## src/rtl/usr_pkg.sv

```systemverilog
// Shared types and default widths for the USR command sequencer.
package usr_pkg;

  localparam int unsigned USR_WIDTH = 4;
  localparam int unsigned USR_CNT_W = 3;

  typedef enum logic [1:0] {
    HOLD = 2'b00,
    SHR  = 2'b01,
    SHL  = 2'b10,
    LOAD = 2'b11
  } usr_op_e;

  typedef enum logic [1:0] {
    IDLE   = 2'b00,
    EXEC   = 2'b01,
    SETTLE = 2'b10,
    RESP   = 2'b11
  } usr_state_e;

endpackage

```

## src/rtl/usr_seq_ctrl_if.sv

```systemverilog
// Command/response valid-ready bundle between a host and the USR sequencer.
interface usr_seq_ctrl_if
  import usr_pkg::*;
#(
  parameter int unsigned WIDTH = USR_WIDTH,
  parameter int unsigned CNT_W = USR_CNT_W
);

  logic             cmd_valid;
  logic             cmd_ready;
  logic [1:0]       cmd_op;
  logic [CNT_W-1:0] cmd_cnt;
  logic [WIDTH-1:0] cmd_data;
  logic             rsp_valid;
  logic             rsp_ready;
  logic [WIDTH-1:0] rsp_data;

  modport master (
    output cmd_valid, cmd_op, cmd_cnt, cmd_data, rsp_ready,
    input  cmd_ready, rsp_valid, rsp_data
  );

  modport slave (
    input  cmd_valid, cmd_op, cmd_cnt, cmd_data, rsp_ready,
    output cmd_ready, rsp_valid, rsp_data
  );

endinterface

```

## src/rtl/usr_step_cnt.sv

```systemverilog
// Loadable step down-counter; last flags the cycle in which the count reads 1.
module usr_step_cnt
  import usr_pkg::*;
#(
  parameter int unsigned CNT_W = USR_CNT_W
) (
  input  logic             clk,
  input  logic             rst,
  input  logic             load,
  input  logic [CNT_W-1:0] load_val,
  input  logic             en,
  output logic             last
);

  logic [CNT_W-1:0] cnt_q, cnt_d;
  logic             last_q, last_d;

  // Decrement stops at zero so a stray enable can never wrap the count.
  always_comb begin
    cnt_d = cnt_q;
    if (load) begin
      cnt_d = load_val;
    end else if (en && (cnt_q != '0)) begin
      cnt_d = cnt_q - CNT_W'(1);
    end
    last_d = (cnt_d == CNT_W'(1));
  end

  always_ff @(posedge clk) begin
    if (rst) begin
      cnt_q  <= '0;
      last_q <= 1'b0;
    end else begin
      cnt_q  <= cnt_d;
      last_q <= last_d;
    end
  end

  assign last = last_q;

endmodule

```

## src/rtl/usr_seq_ctrl.sv

```systemverilog
// Sequencer that runs one load/shift/hold command on a USR and returns the captured q.
module usr_seq_ctrl
  import usr_pkg::*;
#(
  parameter int unsigned WIDTH = USR_WIDTH,
  parameter int unsigned CNT_W = USR_CNT_W
) (
  input  logic             clk,
  input  logic             rst,
  usr_seq_ctrl_if.slave    bus,
  output logic             busy,
  output logic [1:0]       usr_ctrl,
  output logic [WIDTH-1:0] usr_d,
  input  logic [WIDTH-1:0] usr_q
);

  usr_state_e       state_q, state_d;
  logic [1:0]       usr_ctrl_q, usr_ctrl_d;
  logic [WIDTH-1:0] usr_d_q, usr_d_d;
  logic             rsp_valid_q, rsp_valid_d;
  logic [WIDTH-1:0] rsp_data_q, rsp_data_d;

  usr_op_e          cmd_op_c;
  logic             cmd_ready_c;
  logic             accept_c;
  logic             zero_step_c;
  logic             cnt_en_c;
  logic [CNT_W-1:0] cnt_load_val_c;
  logic             cnt_last;

  assign cmd_op_c       = usr_op_e'(bus.cmd_op);
  assign cmd_ready_c    = (state_q == IDLE) && !rst;
  assign accept_c       = bus.cmd_valid && cmd_ready_c;
  assign zero_step_c    = (cmd_op_c != LOAD) && (bus.cmd_cnt == '0);
  assign cnt_en_c       = (state_q == EXEC);
  assign cnt_load_val_c = (cmd_op_c == LOAD) ? CNT_W'(1) : bus.cmd_cnt;

  usr_step_cnt #(.CNT_W(CNT_W)) u_step_cnt (
    .clk      (clk),
    .rst      (rst),
    .load     (accept_c),
    .load_val (cnt_load_val_c),
    .en       (cnt_en_c),
    .last     (cnt_last)
  );

  always_ff @(posedge clk) begin
    if (rst) begin
      state_q     <= IDLE;
      usr_ctrl_q  <= 2'b00;
      usr_d_q     <= '0;
      rsp_valid_q <= 1'b0;
      rsp_data_q  <= '0;
    end else begin
      state_q     <= state_d;
      usr_ctrl_q  <= usr_ctrl_d;
      usr_d_q     <= usr_d_d;
      rsp_valid_q <= rsp_valid_d;
      rsp_data_q  <= rsp_data_d;
    end
  end

  always_comb begin
    state_d = state_q;
    case (state_q)
      IDLE:    if (accept_c) state_d = zero_step_c ? SETTLE : EXEC;
      EXEC:    if (cnt_last) state_d = SETTLE;
      SETTLE:  state_d = RESP;
      RESP:    if (rsp_valid_q && bus.rsp_ready) state_d = IDLE;
      default: state_d = IDLE;
    endcase
  end

  // The USR pins are registered, so the op is staged on the accept edge and dropped on the last step.
  always_comb begin
    usr_ctrl_d  = 2'b00;
    usr_d_d     = '0;
    rsp_valid_d = rsp_valid_q;
    rsp_data_d  = rsp_data_q;
    case (state_q)
      IDLE: begin
        if (accept_c && !zero_step_c) begin
          usr_ctrl_d = bus.cmd_op;
          case (cmd_op_c)
            LOAD:     usr_d_d = bus.cmd_data;
            SHR, SHL: usr_d_d = {WIDTH{bus.cmd_data[0]}};
            default:  usr_d_d = '0;
          endcase
        end
      end
      EXEC: begin
        if (!cnt_last) begin
          usr_ctrl_d = usr_ctrl_q;
          usr_d_d    = usr_d_q;
        end
      end
      SETTLE: begin
        rsp_valid_d = 1'b1;
        rsp_data_d  = usr_q;
      end
      RESP: begin
        if (bus.rsp_ready) rsp_valid_d = 1'b0;
      end
      default: ;
    endcase
  end

  assign busy          = (state_q != IDLE);
  assign usr_ctrl      = usr_ctrl_q;
  assign usr_d         = usr_d_q;
  assign bus.cmd_ready = cmd_ready_c;
  assign bus.rsp_valid = rsp_valid_q;
  assign bus.rsp_data  = rsp_data_q;

endmodule

```

## src/flat_wrapper.sv

```systemverilog
// flat-port wrapper written by rule: the top's interface ports become plain ports
module usr_seq_ctrl_flat import usr_pkg::*;
#(
  parameter int unsigned WIDTH = USR_WIDTH,
  parameter int unsigned CNT_W = USR_CNT_W
)
  (clk, rst, busy, usr_ctrl, usr_d, usr_q, bus_cmd_valid, bus_cmd_op, bus_cmd_cnt, bus_cmd_data, bus_rsp_ready, bus_cmd_ready, bus_rsp_valid, bus_rsp_data);
  usr_seq_ctrl_if #(.WIDTH(WIDTH), .CNT_W(CNT_W)) bus_i ();
  input  logic clk;
  input  logic rst;
  output logic busy;
  output logic [1:0] usr_ctrl;
  output logic [WIDTH-1:0] usr_d;
  input  logic [WIDTH-1:0] usr_q;
  input wire logic [$bits(bus_i.cmd_valid)-1:0] bus_cmd_valid;
  input wire logic [$bits(bus_i.cmd_op)-1:0] bus_cmd_op;
  input wire logic [$bits(bus_i.cmd_cnt)-1:0] bus_cmd_cnt;
  input wire logic [$bits(bus_i.cmd_data)-1:0] bus_cmd_data;
  input wire logic [$bits(bus_i.rsp_ready)-1:0] bus_rsp_ready;
  output wire logic [$bits(bus_i.cmd_ready)-1:0] bus_cmd_ready;
  output wire logic [$bits(bus_i.rsp_valid)-1:0] bus_rsp_valid;
  output wire logic [$bits(bus_i.rsp_data)-1:0] bus_rsp_data;
  assign bus_i.cmd_valid = bus_cmd_valid;
  assign bus_i.cmd_op = bus_cmd_op;
  assign bus_i.cmd_cnt = bus_cmd_cnt;
  assign bus_i.cmd_data = bus_cmd_data;
  assign bus_i.rsp_ready = bus_rsp_ready;
  assign bus_cmd_ready = bus_i.cmd_ready;
  assign bus_rsp_valid = bus_i.rsp_valid;
  assign bus_rsp_data = bus_i.rsp_data;
  usr_seq_ctrl #(.WIDTH(WIDTH), .CNT_W(CNT_W)) u_core (.clk(clk), .rst(rst), .bus(bus_i), .busy(busy), .usr_ctrl(usr_ctrl), .usr_d(usr_d), .usr_q(usr_q));
endmodule
```

## config.mk

```make
export PLATFORM = sky130hd
export DESIGN_NAME = usr_seq_ctrl_flat
export DESIGN_NICKNAME = d
export VERILOG_FILES = /design/src/rtl/usr_pkg.sv /design/src/rtl/usr_seq_ctrl_if.sv /design/src/rtl/usr_step_cnt.sv /design/src/rtl/usr_seq_ctrl.sv /design/src/flat_wrapper.sv
export SDC_FILE = /design/constraint.sdc
export NUM_CORES = 1
export LEC_CHECK = 0
export BUFFER_PORTS_ARGS = -buffer_cell sky130_fd_sc_hd__buf_2
export CAP_MARGIN = 20
export CORE_MARGIN = 1
export CORE_UTILIZATION = 25
export DETAILED_ROUTE_END_ITERATION = 10
export SETUP_SLACK_MARGIN = 0.15
export SLEW_MARGIN = 20
export SYNTH_ARGS = -nofsm -noshare
export SYNTH_HDL_FRONTEND = slang
export SYNTH_SLANG_ARGS = --single-unit
```

## constraint.sdc

```tcl
create_clock -name clk -period 2.6 [get_ports clk]
set_clock_uncertainty 0.15 [all_clocks]
set_input_delay 0.13 -clock clk [delete_from_list [all_inputs] [get_ports clk]]
set_output_delay 0.13 -clock clk [all_outputs]
set_load 0.02 [all_outputs]
```

==> results of run 1 <==
worst min-delay path, cell delays in order:
cell     delay [ns]
buf_2          0.10
nand2_1        0.05
a21oi_1        0.06
nor2_1         0.07
worst max path at each step:
stage / startpoint / end / cells after the start
floorplan: u_core.state_q[0] / u_core.state_q[0] / 6
global placement: u_core.state_q[0] / u_core.state_q[0] / 6
detailed placement: u_core.state_q[0] / u_core.state_q[1] / 6
CTS: bus_cmd_op[0] / u_core.state_q[1] / 6
global route: bus_cmd_op[1] / u_core.state_q[1] / 6
finish: bus_cmd_op[0] / u_core.state_q[1] / 6
cell type report:
type / instances / area (um2)
clock buffers: 3 / 22.52
clock inverters: 1 / 5.005
fillers: 355 / 2173
inverters: 10 / 37.54
multi-input cells: 72 / 508.0
flip-flops and latches: 17 / 340.3
well taps: 46 / 57.56
repair buffers: 39 / 245.2
metrics by stage:
stage / hold WS, ns / utilization (%) / worst slack (ns) / power [uW] / std cells
final: 0.01819 / 35.88 / 0.6271 / 874.2 / 188
after global routing: 0.02767 / 35.88 / 0.5305 / 948.9 / 188
after CTS: 0.01100 / 35.88 / 0.6416 / 884.9 / 188
after detailed placement: 0.2283 / 32.12 / 0.7640 / 735.6 / 174
after global placement: 0.2156 / 32.12 / 0.8889 / 721.2 / 174
after floorplan: 0.05161 / - / 0.9586 / 636.2 / 102
registers in the layout, indices dropped and copies added (netlist names):
register and cells:
u_core.usr_ctrl 2, u_core.usr_d 4, u_core.u_step_cnt.last 1, u_core.bus.rsp_data 4
u_core.state_q 2, u_core.u_step_cnt.cnt_q 3, u_core.bus.rsp_valid 1
routing by layer:
layer	wire length, um	vias to the layer above	GRT usage [%]
met5	0	-	0
met4	27	0	6.667
met3	64	2	1.242
met2	966	18	20.52
met1	901	372	13.69
li1	-	426	-
logic make-up after synthesis:
kind of cell,count (synthesis)
DFF,17
adders and majority gates,9
AOI/OAI and AO/OA,21
and+or+nand+nor,35
buffers and inverters,13
muxes,7
where the power goes:
| group | leakage [uW] | internal, uW | switching [uW] |
|---|---|---|---|
| clock network | 0.0000177 | 57.0 | 75.9 |
| logic | 0.000407 | 170 | 232 |
| registers | 0.000139 | 309 | 29.7 |
cell usage in the layout, fill, tap and decap left out:
master,instances
ha_1,9
dlygate4sd3_1,10
o21ai_0,5
nand3_1,1
nor2b_1,5
a22oi_1,2
inv_1,10
mux2i_1,7
nor3_2,1
and2_1,1
buf_2,29
nor4_2,1
clkinv_2,1
a311oi_1,1
nor3b_2,1
a211oi_1,1
a221oi_2,1
o32ai_1,1
nor2_1,12
o21ai_1,2
nand2_1,8
nor3_1,2
nand3b_4,1
nand2b_1,2
a21oi_1,8
dfxtp_1,17
clkbuf_4,3
repair_timing:
action / CTS / global route
endpoints found under the setup margin: 0 / 0
hold buffers: 10 / 0
endpoints found under the hold margin: 10 / 0
==> results_dict.tcl, run 1 <==
set metrics [dict create \
    outcome "complete, no violations" \
    place_area_um2 1089 \
    clock_tree.buffer_depth 2 \
    vias 818 \
    muxShareOfSynthArea_pct 7.789 \
    io_buffer_count 29 \
    yosysTopAreaCell "dfxtp_1" \
    core_area_um2 3390 \
    regToRegSetupSlack_ns 0.73 \
    rows 21 \
    worst_pin_slew_ns 0.4435 \
    crit_family "buffers and inverters" \
    initial_core_util_pct 26.54 \
    netlist_area_um2 899.6 \
    synth_top_area_share_pct 37.83 \
    die_y_um 61.99 \
    cts-buffers-inserted 3 \
    num_io_pins 30 \
    fin_crit_sh_pct 75.88 \
    r2r-start "u_core.state_q[0]" \
    end_kind "flip-flop" \
    cp_slowest_cell "dlygate4sd3_1" \
    synth_edf_count 0 \
    dpl.hpwl_um 1511 \
    syn_nets 128 \
    clk_pin_slew_ns 0.10 \
    fin_setup_tns_ns 0 \
    crit_path_max_incr_delay_ns 0.53 \
    worstSkewPairLatency_ns 0.28 \
    fmax_mhz 506.9 \
    grt_antenna_before_repair 0 \
    hold_violations 0 \
    place_congestion 0.7246 \
    die_area_um2 3842 \
    finalWirelength_um 1959 \
    yosys-top-cells-area "dfxtp_1, ha_1, mux2i_1" \
    grt_usage_pct 11.67 \
    cp_max_fo 8 \
    synthSimpleGateAreaFrac_pct 21.70 \
    h-tree-depth 1 \
    maxCapViolations 0 \
    yosysMostFrequentCell "dfxtp_1" \
    worstHoldEndpoint "u_core.bus.rsp_valid" \
    holdPathStages 4 \
    die-width_um 61.99 \
    crit_required_ns 2.64 \
    synth_top_family_by_area "simple AND/OR/NAND/NOR gates" \
    routedWlPerCell_um 10.42 \
    cp.arrival_ns 2.01 \
    power.density_nw_per_um2 718.8 \
    drive_gt1_share_pct 26.76 \
    route.detailed.drc 0 \
    dr.pass1.iters 4 \
    grt_pass1_vias 755 \
    finalMaxSlewViolations 0 \
    grt_first_pass_wirelength_um 3236 \
    ir_worst_vdd_uv 291.1 \
    r2r_end "u_core.state_q[1]" \
    ctsResizeCount 0 \
    ys_warn_count 0 \
    cts.root.buffer_cell "clkbuf_4" \
    cp_num_buf_inv 2 \
    synth_xor_area_share_pct 0 \
    crit_chain "dlygate4sd3_1 -> buf_2 -> ha_1 -> nor4_2 -> mux2i_1 -> a211oi_1" \
    cts.sinks 17 \
    synthAdderAreaFrac_pct 12.52 \
    synthCells 102 \
    relSlewSlack_pct 70.20 \
    synth_compound_area_share_pct 14.46 \
    synth_common_cells "dfxtp_1, nor2_1, inv_1" \
    synth_cell_type_count 25 \
    diodes 0 \
    drt_iter0_drc 19 \
    min_from "bus_rsp_ready" \
    period_minus_slack_ns 1.973 \
    finalSetupViolations 0 \
    rsz0062_at_grt "no" \
    detail_route.vias_per_cell 4.351 \
    final_nets 169 \
    ys_ff_latch 17 \
    detail-route-antenna-nets 0 \
    synth-async-reset-ratio_pct 0 \
    reg2reg_depth 6 \
    cts_tree "yes" \
    syn_area_per_cell_um2 8.820 \
    syn2layout_area_growth_pct 35.19 \
    min_path_type "primary input to flip-flop" \
    critPathKind "primary input to flip-flop" \
    worst_setup_path_start_kind "primary input" \
    grt_max_degree 16 \
    grt-ovfl-total 0 \
    p_leak_uw 0.0005636 \
    final_area_um2 1216 \
    synthFlopType "dfxtp_1" \
    postCtsSetupBuffers 0 \
    seq_area_frac_synth_pct 37.83 \
]
(Power assumes the default switching activity.)
==> inputs of run 2 (changes only) <==
==> constraint.sdc (replaced) <==
create_clock -name clk -period 1.86 [get_ports clk]
set_clock_uncertainty 0.15 [all_clocks]
set_input_delay 0.093 -clock clk [delete_from_list [all_inputs] [get_ports clk]]
set_output_delay 0.093 -clock clk [all_outputs]
set_load 0.02 [all_outputs]
==> run 2 against run 1 <==
Routed wire length increased by 7.4%. Count of clock-buffer cells in the layout unchanged. Via count increased by 1.7%. Sequential share of layout area decreased by 2.0 points. Register-to-register slack got worse by 0.50 ns. Combinational power increased by 67%. Design area increased by 8.5%. Critical path type unchanged. Largest power group unchanged.
==> results_dict.tcl, run 2 (synthesis gave the netlist of run 1 again) <==
set metrics [dict create \
    die-width_um 61.99 \
    dr.pass1.iters 4 \
    min_path_type "primary input to flip-flop" \
    multi_input_area_um2 564.3 \
    reg2reg_depth 6 \
    num_io_pins 30 \
    design_power_total_uw 1347 \
    register_area_um2 342.8 \
    grt_antenna_before_repair 0 \
    met1_length_um 980 \
    rows 21 \
    setup_slack_ns 0.2228 \
    vias 832 \
    grt_max_degree 16 \
    io_buffer_count 29 \
    finalSetupViolations 0 \
    grt-ovfl-total 0 \
    p_leak_uw 0.0005947 \
    grt_first_pass_wirelength_um 3505 \
    outcome "complete, no violations" \
    min_from "bus_cmd_cnt[1]" \
    r2r-start "u_core.state_q[0]" \
    final_area_um2 1320 \
    fin_crit_sh_pct 88.02 \
    grt_usage_pct 12.39 \
    regToRegSetupSlack_ns 0.23 \
    ir_worst_vdd_uv 326.7 \
    cp_max_fo 15 \
    layout_common_cells "buf_2, dfxtp_1, nor2_1, dlygate4sd3_1" \
    critPathKind "primary input to flip-flop" \
    die_area_um2 3842 \
    wl_met3_um 68 \
    initial_core_util_pct 26.54 \
    grt_pass1_vias 840 \
    r2r_end "u_core.state_q[1]" \
    fin_util_pct 38.94 \
    power.density_nw_per_um2 1021 \
    wl_met2_um 1035 \
    detail-route-antenna-nets 0 \
    final_nets 174 \
    route.detailed.drc 0 \
    end_kind "flip-flop" \
    cp_slowest_cell "dlygate4sd3_1" \
    crit_path_max_incr_delay_ns 0.53 \
    period_minus_slack_ns 1.637 \
    cts-buffers-inserted 3 \
    worst_pin_slew_ns 0.4783 \
    crit_required_ns 1.91 \
    drt_iter0_drc 9 \
    holdPathStages 4 \
    cp.arrival_ns 1.68 \
    clock_tree.buffer_depth 2 \
    syn2layout_area_growth_pct 46.73 \
    diodes 0 \
    layout_commonest_cell "buf_2" \
    worstSkewPairLatency_ns 0.28 \
    cts_tree "yes" \
    crit_chain "dlygate4sd3_1 -> buf_4 -> nand3b_4 -> a221oi_4 -> nor2_1 -> a211oi_2" \
    place_area_um2 1096 \
    finalMaxSlewViolations 0 \
    die_y_um 61.99 \
    clk_pin_slew_ns 0.10 \
    routedWlPerCell_um 10.90 \
    place_congestion 0.7264 \
    relSlewSlack_pct 67.85 \
    top_layer_used "met4" \
    cts.sinks 17 \
    core_area_um2 3390 \
    h-tree-depth 1 \
    finalWirelength_um 2104 \
    hold_violations 0 \
    dpl.hpwl_um 1581 \
    place_ws_ns 0.06165 \
    worstHoldEndpoint "u_core.u_step_cnt.cnt_q[1]" \
    fmax_mhz 610.8 \
    maxCapViolations 0 \
    fill_cells 336 \
    rsz0062_at_grt "yes" \
    drive_gt1_share_pct 34.69 \
    worst_setup_path_start_kind "primary input" \
    detail_route.vias_per_cell 4.311 \
    fin_setup_tns_ns 0 \
    cts.root.buffer_cell "clkbuf_4" \
]
==> run 2: changes by cell type in the layout (fill, tap and decap cells not counted), sizes merged <==
cell	delta
buf	+3
dlygate4sd3	+2
==> run 2: report_power, final <==
group          switching (uW)  total [uW]  internal (uW)
registers                50.7         486            436
logic                     363         673            310
clock network             108         188           79.7
==> run 2: critical path: cells and delay by family <==
kind                   cells  cell delay (ns)
AOI/OAI and AO/OA          2             0.54
buffers and inverters      2             0.73
and+or+nand+nor            2             0.32
==> run 2: stage by stage <==
step	hold slack [ns]	instances
2_1_floorplan	0.01461	102
3_3_place_gp	0.1785	175
3_5_place_dp	0.1921	175
4_1_cts	0.06521	191
5_1_grt	0.1374	193
6_report	0.1252	193
==> run 2: worst max path at each step <==
stage / start / end / cells past startpoint
2_1_floorplan: u_core.state_q[0] / u_core.state_q[0] / 6
3_3_place_gp: u_core.state_q[0] / u_core.state_q[0] / 6
3_5_place_dp: u_core.state_q[0] / u_core.state_q[0] / 6
4_1_cts: u_core.state_q[1] / u_core.usr_d[3] / 6
5_1_grt: u_core.state_q[0] / u_core.state_q[1] / 6
6_report: rst / u_core.state_q[1] / 6
==> run 2: final cells by class <==
| cell class | instances | area share (%) |
|---|---|---|
| clock inverter | 1 | 0.3791 |
| timing repair buffer | 44 | 21.99 |
| tap | 46 | 4.360 |
| clock buffer | 3 | 1.706 |
| sequential | 17 | 25.97 |
| multi-input combinational | 72 | 42.75 |
| inverter | 10 | 2.844 |
==> run 2: metal layers <==
layer | global-route usage [%] | vias to the layer above
met5 | 0 | -
met4 | 5.714 | 0
met3 | 1.449 | 2
met2 | 21.88 | 16
met1 | 14.91 | 377
li1 | - | 437
==> run 2: repair_timing <==
action | 4_1_cts | 5_1_grt
gates resized for setup | 7 | 9
setup buffers | 0 | 2
pin swaps | 1 | 3
endpoints found under the setup margin | 8 | 10
endpoints found under the hold margin | 12 | 0
hold buffers | 12 | 0
